$ cat src/rtl/ex_mem_if.sv
// EX -> MEM pipeline bundle: execute-stage results, stall/flush control,
// and the registered MEM-side copies plus the MADD/MSUB state loop-back.
interface ex_mem_if #(
    parameter int DATA_W     = 32,
    parameter int REG_ADDR_W = 5,
    parameter int STALL_W    = 6
);
    logic [STALL_W-1:0]    stall;
    logic                  flush;
    logic [REG_ADDR_W-1:0] ex_wd;
    logic                  ex_wreg;
    logic [DATA_W-1:0]     ex_wdata;
    logic [DATA_W-1:0]     ex_hi;
    logic [DATA_W-1:0]     ex_lo;
    logic                  ex_enhilo;
    logic [2*DATA_W-1:0]   hilo_temp_i;
    logic [1:0]            cnt_i;
    logic [REG_ADDR_W-1:0] mem_wd;
    logic                  mem_wreg;
    logic [DATA_W-1:0]     mem_wdata;
    logic [DATA_W-1:0]     mem_hi;
    logic [DATA_W-1:0]     mem_lo;
    logic                  mem_enhilo;
    logic [2*DATA_W-1:0]   hilo_temp_o;
    logic [1:0]            cnt_o;

    // Pipeline control / EX side: drives EX results and stall/flush.
    modport master (
        output stall, flush, ex_wd, ex_wreg, ex_wdata, ex_hi, ex_lo,
               ex_enhilo, hilo_temp_i, cnt_i,
        input  mem_wd, mem_wreg, mem_wdata, mem_hi, mem_lo, mem_enhilo,
               hilo_temp_o, cnt_o
    );

    // The pipeline register itself.
    modport slave (
        input  stall, flush, ex_wd, ex_wreg, ex_wdata, ex_hi, ex_lo,
               ex_enhilo, hilo_temp_i, cnt_i,
        output mem_wd, mem_wreg, mem_wdata, mem_hi, mem_lo, mem_enhilo,
               hilo_temp_o, cnt_o
    );
endinterface

$ cat src/rtl/ex_mem.sv
// EX/MEM pipeline register of the MIPS32 pipeline. Inserts bubbles or holds on
// stall, clears on flush, and loops MADD/MSUB progress back to EX.
module ex_mem #(
    parameter int DATA_W     = 32,
    parameter int REG_ADDR_W = 5,
    parameter int STALL_W    = 6
) (
    input  logic    clk,
    input  logic    rst,
    ex_mem_if.slave bus
);
    logic [REG_ADDR_W-1:0] r_mem_wd;
    logic                  r_mem_wreg;
    logic [DATA_W-1:0]     r_mem_wdata;
    logic [DATA_W-1:0]     r_mem_hi;
    logic [DATA_W-1:0]     r_mem_lo;
    logic                  r_mem_enhilo;
    logic [2*DATA_W-1:0]   r_hilo_temp;
    logic [1:0]            r_cnt;
    logic [1:0]            w_stall_ex_mem;

    assign w_stall_ex_mem = {bus.stall[3], bus.stall[4]};

    // Pipeline register update: rst > flush > stall decode.
    always_ff @(posedge clk) begin
        if (rst || bus.flush) begin
            r_mem_wd     <= {REG_ADDR_W{1'b0}};
            r_mem_wreg   <= 1'b0;
            r_mem_wdata  <= {DATA_W{1'b0}};
            r_mem_hi     <= {DATA_W{1'b0}};
            r_mem_lo     <= {DATA_W{1'b0}};
            r_mem_enhilo <= 1'b0;
            r_hilo_temp  <= {(2*DATA_W){1'b0}};
            r_cnt        <= 2'd0;
        end else begin
            case (w_stall_ex_mem)
                2'b00: begin
                    r_mem_wd     <= bus.ex_wd;
                    r_mem_wreg   <= bus.ex_wreg;
                    r_mem_wdata  <= bus.ex_wdata;
                    r_mem_hi     <= bus.ex_hi;
                    r_mem_lo     <= bus.ex_lo;
                    r_mem_enhilo <= bus.ex_enhilo;
                    r_hilo_temp  <= {(2*DATA_W){1'b0}};
                    r_cnt        <= 2'd0;
                end
                // EX stalled, MEM free: send a NOP but keep MADD/MSUB progress.
                2'b10: begin
                    r_mem_wd     <= {REG_ADDR_W{1'b0}};
                    r_mem_wreg   <= 1'b0;
                    r_mem_wdata  <= {DATA_W{1'b0}};
                    r_mem_hi     <= {DATA_W{1'b0}};
                    r_mem_lo     <= {DATA_W{1'b0}};
                    r_mem_enhilo <= 1'b0;
                    r_hilo_temp  <= bus.hilo_temp_i;
                    r_cnt        <= bus.cnt_i;
                end
                2'b11: begin
                    r_mem_wd     <= r_mem_wd;
                    r_mem_wreg   <= r_mem_wreg;
                    r_mem_wdata  <= r_mem_wdata;
                    r_mem_hi     <= r_mem_hi;
                    r_mem_lo     <= r_mem_lo;
                    r_mem_enhilo <= r_mem_enhilo;
                    r_hilo_temp  <= bus.hilo_temp_i;
                    r_cnt        <= bus.cnt_i;
                end
                // Downstream stalled with upstream running: freeze everything.
                default: begin
                    r_mem_wd     <= r_mem_wd;
                    r_mem_wreg   <= r_mem_wreg;
                    r_mem_wdata  <= r_mem_wdata;
                    r_mem_hi     <= r_mem_hi;
                    r_mem_lo     <= r_mem_lo;
                    r_mem_enhilo <= r_mem_enhilo;
                    r_hilo_temp  <= r_hilo_temp;
                    r_cnt        <= r_cnt;
                end
            endcase
        end
    end

    assign bus.mem_wd      = r_mem_wd;
    assign bus.mem_wreg    = r_mem_wreg;
    assign bus.mem_wdata   = r_mem_wdata;
    assign bus.mem_hi      = r_mem_hi;
    assign bus.mem_lo      = r_mem_lo;
    assign bus.mem_enhilo  = r_mem_enhilo;
    assign bus.hilo_temp_o = r_hilo_temp;
    assign bus.cnt_o       = r_cnt;
endmodule

$ cat src/flat_wrapper.sv
// flat-port wrapper written by rule: the top's interface ports become plain ports
module ex_mem_flat 
#(
    parameter int DATA_W     = 32,
    parameter int REG_ADDR_W = 5,
    parameter int STALL_W    = 6
)
  (clk, rst, bus_stall, bus_flush, bus_ex_wd, bus_ex_wreg, bus_ex_wdata, bus_ex_hi, bus_ex_lo, bus_ex_enhilo, bus_hilo_temp_i, bus_cnt_i, bus_mem_wd, bus_mem_wreg, bus_mem_wdata, bus_mem_hi, bus_mem_lo, bus_mem_enhilo, bus_hilo_temp_o, bus_cnt_o);
  ex_mem_if #(.DATA_W(DATA_W), .REG_ADDR_W(REG_ADDR_W), .STALL_W(STALL_W)) bus_i ();
  input  logic clk;
  input  logic rst;
  input wire logic [$bits(bus_i.stall)-1:0] bus_stall;
  input wire logic [$bits(bus_i.flush)-1:0] bus_flush;
  input wire logic [$bits(bus_i.ex_wd)-1:0] bus_ex_wd;
  input wire logic [$bits(bus_i.ex_wreg)-1:0] bus_ex_wreg;
  input wire logic [$bits(bus_i.ex_wdata)-1:0] bus_ex_wdata;
  input wire logic [$bits(bus_i.ex_hi)-1:0] bus_ex_hi;
  input wire logic [$bits(bus_i.ex_lo)-1:0] bus_ex_lo;
  input wire logic [$bits(bus_i.ex_enhilo)-1:0] bus_ex_enhilo;
  input wire logic [$bits(bus_i.hilo_temp_i)-1:0] bus_hilo_temp_i;
  input wire logic [$bits(bus_i.cnt_i)-1:0] bus_cnt_i;
  output wire logic [$bits(bus_i.mem_wd)-1:0] bus_mem_wd;
  output wire logic [$bits(bus_i.mem_wreg)-1:0] bus_mem_wreg;
  output wire logic [$bits(bus_i.mem_wdata)-1:0] bus_mem_wdata;
  output wire logic [$bits(bus_i.mem_hi)-1:0] bus_mem_hi;
  output wire logic [$bits(bus_i.mem_lo)-1:0] bus_mem_lo;
  output wire logic [$bits(bus_i.mem_enhilo)-1:0] bus_mem_enhilo;
  output wire logic [$bits(bus_i.hilo_temp_o)-1:0] bus_hilo_temp_o;
  output wire logic [$bits(bus_i.cnt_o)-1:0] bus_cnt_o;
  assign bus_i.stall = bus_stall;
  assign bus_i.flush = bus_flush;
  assign bus_i.ex_wd = bus_ex_wd;
  assign bus_i.ex_wreg = bus_ex_wreg;
  assign bus_i.ex_wdata = bus_ex_wdata;
  assign bus_i.ex_hi = bus_ex_hi;
  assign bus_i.ex_lo = bus_ex_lo;
  assign bus_i.ex_enhilo = bus_ex_enhilo;
  assign bus_i.hilo_temp_i = bus_hilo_temp_i;
  assign bus_i.cnt_i = bus_cnt_i;
  assign bus_mem_wd = bus_i.mem_wd;
  assign bus_mem_wreg = bus_i.mem_wreg;
  assign bus_mem_wdata = bus_i.mem_wdata;
  assign bus_mem_hi = bus_i.mem_hi;
  assign bus_mem_lo = bus_i.mem_lo;
  assign bus_mem_enhilo = bus_i.mem_enhilo;
  assign bus_hilo_temp_o = bus_i.hilo_temp_o;
  assign bus_cnt_o = bus_i.cnt_o;
  ex_mem #(.DATA_W(DATA_W), .REG_ADDR_W(REG_ADDR_W), .STALL_W(STALL_W)) u_core (.clk(clk), .rst(rst), .bus(bus_i));
endmodule
$ cat config.mk
export PLATFORM = sky130hd
export DESIGN_NAME = ex_mem_flat
export DESIGN_NICKNAME = d
export VERILOG_FILES = /design/src/rtl/ex_mem_if.sv /design/src/rtl/ex_mem.sv /design/src/flat_wrapper.sv
export SDC_FILE = /design/constraint.sdc
export NUM_CORES = 1
export LEC_CHECK = 0
export ABC_AREA = 1
export CAP_MARGIN = 20
export CELL_PAD_IN_SITES_DETAIL_PLACEMENT = 1
export CELL_PAD_IN_SITES_GLOBAL_PLACEMENT = 1
export CORE_ASPECT_RATIO = 1.5
export CORE_MARGIN = 2
export CORE_UTILIZATION = 23
export DETAILED_ROUTE_END_ITERATION = 8
export PLACE_DENSITY_LB_ADDON = 0.1
export SLEW_MARGIN = 20
export SYNTH_ARGS = -nofsm -noshare
export SYNTH_HDL_FRONTEND = slang
export SYNTH_SLANG_ARGS = --single-unit
$ cat constraint.sdc
create_clock -name clk -period 0.8 [get_ports clk]
set_input_delay 0.08 -clock clk [delete_from_list [all_inputs] [get_ports clk]]
set_output_delay 0.08 -clock clk [all_outputs]
set_load 0.005 [all_outputs]
After elaboration in Yosys (flattened, before gate mapping)
Cells that the tools add are included.
{"block": "totals", "word_cells": 23, "regBits": 169, "output_inout_bits": 169, "input_bits": 178}
{"block": "op_classes", "muxes": 8, "n_eq_ne": 2, "n_reduce_logical": 5}
{"op": "$pmux 32 s2", "n": 3}
{"op": "$pmux 64 s2", "n": 1}
{"op": "$pmux 5 s2", "n": 1}
{"op": "$eq 2x2->1 const B", "n": 2}
{"op": "$pmux 1 s2", "n": 2}
{"op": "$pmux 2 s2", "n": 1}
{"op": "$reduce_bool 2->1", "n": 2}
{"op": "$logic_not 2->1", "n": 1}
{"op": "$reduce_or 2->1", "n": 1}
{"op": "$logic_or 1x1->1", "n": 1}

Longest topological paths before layout
Gate-level depths: netlist (run 1).
{"block": "depth", "depth_word": 3, "depth_mapped": 6, "ltp_nobuf": 3}

Worst setup path after synthesis (run 1)
Ideal clock, no wire load.
{"block": "synth_timing", "path_kind": "in2reg", "from": "input bus_flush", "to": "register u_core.r_mem_hi[10] (netlist: u_core.bus.mem_hi[10])", "path_slack_ns": -0.084, "n_path_buf": 3, "arrival_ns": 0.814, "required_time_ns": 0.730, "setup_time_ns": 0.070, "path_stages": 5, "cell_sequence": "or2_1 -> buf_2 -> buf_2 -> buf_6 -> a21oi_1"}
{"block": "synth_between", "elab_chain_len": 1}
{"element": "start, declared", "line_no": "flat_wrapper.sv:13", "text": "input wire logic [$bits(bus_i.flush)-1:0] bus_flush;"}
{"element": "$logic_or 1x1->1", "line_no": "ex_mem.sv:26", "text": "if (rst || bus.flush) begin"}
{"element": "end signal, assigned", "line_no": "ex_mem.sv:30", "text": "r_mem_hi <= {DATA_W{1'b0}};"}
{"element": "end signal, assigned", "line_no": "ex_mem.sv:41", "text": "r_mem_hi <= bus.ex_hi;"}
{"element": "end signal, assigned", "line_no": "ex_mem.sv:52", "text": "r_mem_hi <= {DATA_W{1'b0}};"}
{"element": "end, declared", "line_no": "ex_mem.sv:15", "text": "logic [DATA_W-1:0] r_mem_hi;"}
Every way passes these cells.
A chain may end at the register's enable or synchronous reset.

Final worst setup path (run 1)
{"block": "layout_timing", "from": "register u_core.r_hilo_temp[30] (netlist: u_core.bus.hilo_temp_o[30])", "to": "output bus_hilo_temp_o[30]"}
{"element": "start, declared", "line_no": "ex_mem.sv:18", "text": "logic [2*DATA_W-1:0] r_hilo_temp;"}
{"element": "start signal, assigned", "line_no": "ex_mem.sv:33", "text": "r_hilo_temp <= {(2*DATA_W){1'b0}};"}
{"element": "start signal, assigned", "line_no": "ex_mem.sv:44", "text": "r_hilo_temp <= {(2*DATA_W){1'b0}};"}
{"element": "start signal, assigned", "line_no": "ex_mem.sv:55", "text": "r_hilo_temp <= bus.hilo_temp_i;"}
{"element": "end, declared", "line_no": "flat_wrapper.sv:28", "text": "output wire logic [$bits(bus_i.hilo_temp_o)-1:0] bus_hilo_temp_o;"}
No word-level cell between the ends.

==> impl_metrics.env, run 1 <==
export IMPL_relSlewSlack=0.8221
export IMPL_r2r_cells=4
export IMPL_crit_path_cell_trace="buf_2"
export IMPL_final_cells=1451
export IMPL_path_clk_slew_ns=0.07
export IMPL_worstSetupStartpointType="flop"
export IMPL_fin_skew_ns=0
export IMPL_num_rows=72
export IMPL_io_buffer_count=342
export IMPL_synth_cells=742
export IMPL_ys_ff_latch=169
export IMPL_min_delay_path_class="in2reg"
export IMPL_drtIter0Drc=188
export IMPL_cts_root_buf="clkbuf_16"
export IMPL_synth_area_leaders="dfxtp_1 (56%), nand2_1 (17%), a21oi_1 (14%)"
export IMPL_cts_buffer_depth=2
export IMPL_grt_pass1_wl_um=37400
export IMPL_drcViolationCount=0
export IMPL_netlist_area_um2=6000
export IMPL_drive_gt1_frac=0.4086
export IMPL_path_class="reg2out"
export IMPL_seq_area_um2=3595
export IMPL_worstPathRequired_ns=0.72
export IMPL_wl_per_cell_um=17.29
export IMPL_regToRegEndpoint="u_core.bus.hilo_temp_o[10]"
export IMPL_end_kind="output port"
export IMPL_timing_final_ws_setup_ns=-0.1709
export IMPL_ys_types=12
export IMPL_fin_util=0.4317
export IMPL_track_usage=0.1791
export IMPL_maxCapViolations=0
export IMPL_holdPathEnd="u_core.bus.mem_wdata[30]"
export IMPL_first_pass_iters=4
export IMPL_htree_levels=4
export IMPL_ctsHoldBuffers=0
export IMPL_hold_viol=0
export IMPL_synth_most_common_cell="nand2_1"
export IMPL_status="complete, but fails checks"
export IMPL_vias=6431
export IMPL_cts_tree="yes"
export IMPL_avgViaCountPerCell=4.432
export IMPL_regToRegStartpoint="u_core.bus.hilo_temp_o[10]"
export IMPL_tns_ns=-24.93
export IMPL_ys_seq_area_frac=0.5639
export IMPL_multiInputGateArea_um2=2302
export IMPL_die_height_um=201.8
export IMPL_hold_path_depth=3
export IMPL_path_delay_family="flip-flops"
export IMPL_clock_sinks=169
export IMPL_insertion_delay_ns=0.43
export IMPL_fmax_ghz=1.030
export IMPL_final_max_slew_viol_count=0
export IMPL_grt_max_degree=39
export IMPL_die_x_um=135.9
export IMPL_synth_fp_nets=920
export IMPL_cpMaxStageDelayCell="dfxtp_2"
export IMPL_dp_hpwl_um=17730
export IMPL_power_leakage_nw=4.402
export IMPL_r2r_slack_ns=0.01
export IMPL_synth_edf_count=0
export IMPL_avgSynthCellArea_um2=8.086
export IMPL_ir_drop_mv=1.475
export IMPL_synth_top_cell_by_area="dfxtp_1"
export IMPL_gp_congestion=0.7332
export IMPL_cts_buffers=17
export IMPL_routed_wl_um=25080
export IMPL_yosys_most_used_dff="dfxtp_1"
export IMPL_antenna_found_initial=3
export IMPL_fill_cells=3036
export IMPL_hold_path_startpoint="rst"
export IMPL_antenna_left=0
export IMPL_crit_arrival_ns=0.89
export IMPL_post_route_period_util=1.214
export IMPL_layout_min_cycle_time_ns=0.9709
export IMPL_fin_hold_ws_ns=0.07268
export IMPL_place_inst=1399
export IMPL_setup_viol=169
export IMPL_yosys_warnings=0
export IMPL_worst_pin_slew_ns=0.2668
export IMPL_pwr_density_cell_nw_per_um2=1791
export IMPL_core_um2=25760
export IMPL_die_area_um2=27420
export IMPL_crit_buf_inv=1
export IMPL_rsz0062_at_grt="yes"
export IMPL_io_pins=347
export IMPL_synth_top_cell_area_share=0.5639
export IMPL_async_flop_share=0
export IMPL_failed_checks="negative setup slack"
export IMPL_grt_pass1_vias=6619
export IMPL_start_util=0.2329
export IMPL_synthTopCellsByCount="nand2_1 (272), a21oi_1 (169), dfxtp_1 (169), nand3_1 (66), buf_2 (27)"
export IMPL_cpPeakStageDelay_ns=0.35
export IMPL_syn2layout_area_growth_pct=85.40
export IMPL_critical_path_peak_fanout=2
export IMPL_nets=1281
export IMPL_grt_overflow=0
[metrics by stage]
stage | total power, mW | setup WS, ns | cell area (um2)
2_1_floorplan | 9.692 | -0.05348 | 6071
4_1_cts | 20.26 | -0.1937 | 10920
3_5_place_dp | 11.41 | -0.4587 | 10070
3_3_place_gp | 11.40 | -0.4415 | 10070
5_1_grt | 20.79 | -0.2067 | 11120
6_report | 19.93 | -0.1709 | 11120
[how the worst max path moves through the flow]
stage,depth (start not counted),startpoint,slack (ns),endpoint
after global placement,4,bus_flush,-0.44,u_core.bus.mem_hi[4]
after CTS,1,u_core.bus.mem_wd[1],-0.19,bus_mem_wd[1]
after global routing,1,u_core.bus.hilo_temp_o[30],-0.21,bus_hilo_temp_o[30]
final,1,u_core.bus.hilo_temp_o[30],-0.17,bus_hilo_temp_o[30]
after detailed placement,4,bus_flush,-0.46,u_core.bus.hilo_temp_o[49]
after floorplan,5,bus_flush,-0.05,u_core.bus.hilo_temp_o[10]
[report_power, final]
group,total (mW),internal [mW],switching (mW),leakage (nW)
clock network,8.59,5.08,3.52,0.293
logic,2.55,1.53,1.02,2.66
registers,8.78,8.65,0.129,1.45
[timing repair]
| action | in CTS | in global routing |
|---|---|---|
| setup buffers | 7 | 12 |
| endpoints found under the setup margin | 170 | 332 |
| gates cloned | 2 | 1 |
| pin swaps | 1 | 4 |
| resized for setup | 967 | 27 |
[placed cells by master, fill, tap and decap left out, drive strengths merged]
cell type,netlist,final
nand2,272,272
buf,54,232
clkdlybuf4s50,0,169
dfxtp,169,169
a21oi,169,169
nand3,66,66
clkbuf,9,21
clkinv,0,6
bufinv,0,3
diode,0,2
clkinvlp,0,2
dlymetal6s2s,0,2
or2,1,2
nor2,1,1
inv,1,1
bufbuf,0,1
[registers in the layout, indices dropped and copies added, names as in the netlist]
signal                  cells
u_core.bus.cnt_o            2
u_core.bus.hilo_temp_o     64
u_core.bus.mem_wreg         1
u_core.bus.mem_lo          32
u_core.bus.mem_hi          32
u_core.bus.mem_wdata       32
u_core.bus.mem_wd           5
u_core.bus.mem_enhilo       1
[per-layer routing]
metal  vias to the layer above  track usage  routed length, um
met5                         -            0                 13
met4                         2      0.06585                522
met3                        28      0.05794               1762
met2                       213       0.3281              13490
met1                      3040       0.1881               9291
li1                       3148            -                  -
[cell families after synthesis]
group | Yosys count | synth area share
buffers and inverters | 64 | 0.06694
AO/OA/AOI/OAI | 169 | 0.1410
AND/OR/NAND/NOR | 340 | 0.2282
flip-flops | 169 | 0.5639
[area by class of cell]
cell class              instances  area share
inverters                       1   0.0003375
clock inverters                11     0.01316
diodes                          2   0.0004499
repair buffers                404      0.3771
clock buffers                  21     0.04139
well taps                     333     0.03746
flip-flops and latches        169      0.3232
multi-input cells             510      0.2070
No activity file was read; power rests on OpenSTA's default activity.
==> run 2, diff against run 1 <==
--- a/config.mk
+++ b/config.mk
@@ -6,6 +6,7 @@
 export NUM_CORES = 1
 export LEC_CHECK = 0
 export ABC_AREA = 1
+export ABC_CLOCK_PERIOD_IN_PS = 800
 export CAP_MARGIN = 20
 export CELL_PAD_IN_SITES_DETAIL_PLACEMENT = 1
 export CELL_PAD_IN_SITES_GLOBAL_PLACEMENT = 1
==> results of run 2 <==
Final layout, timing and power as in run 1 (identical DEF).
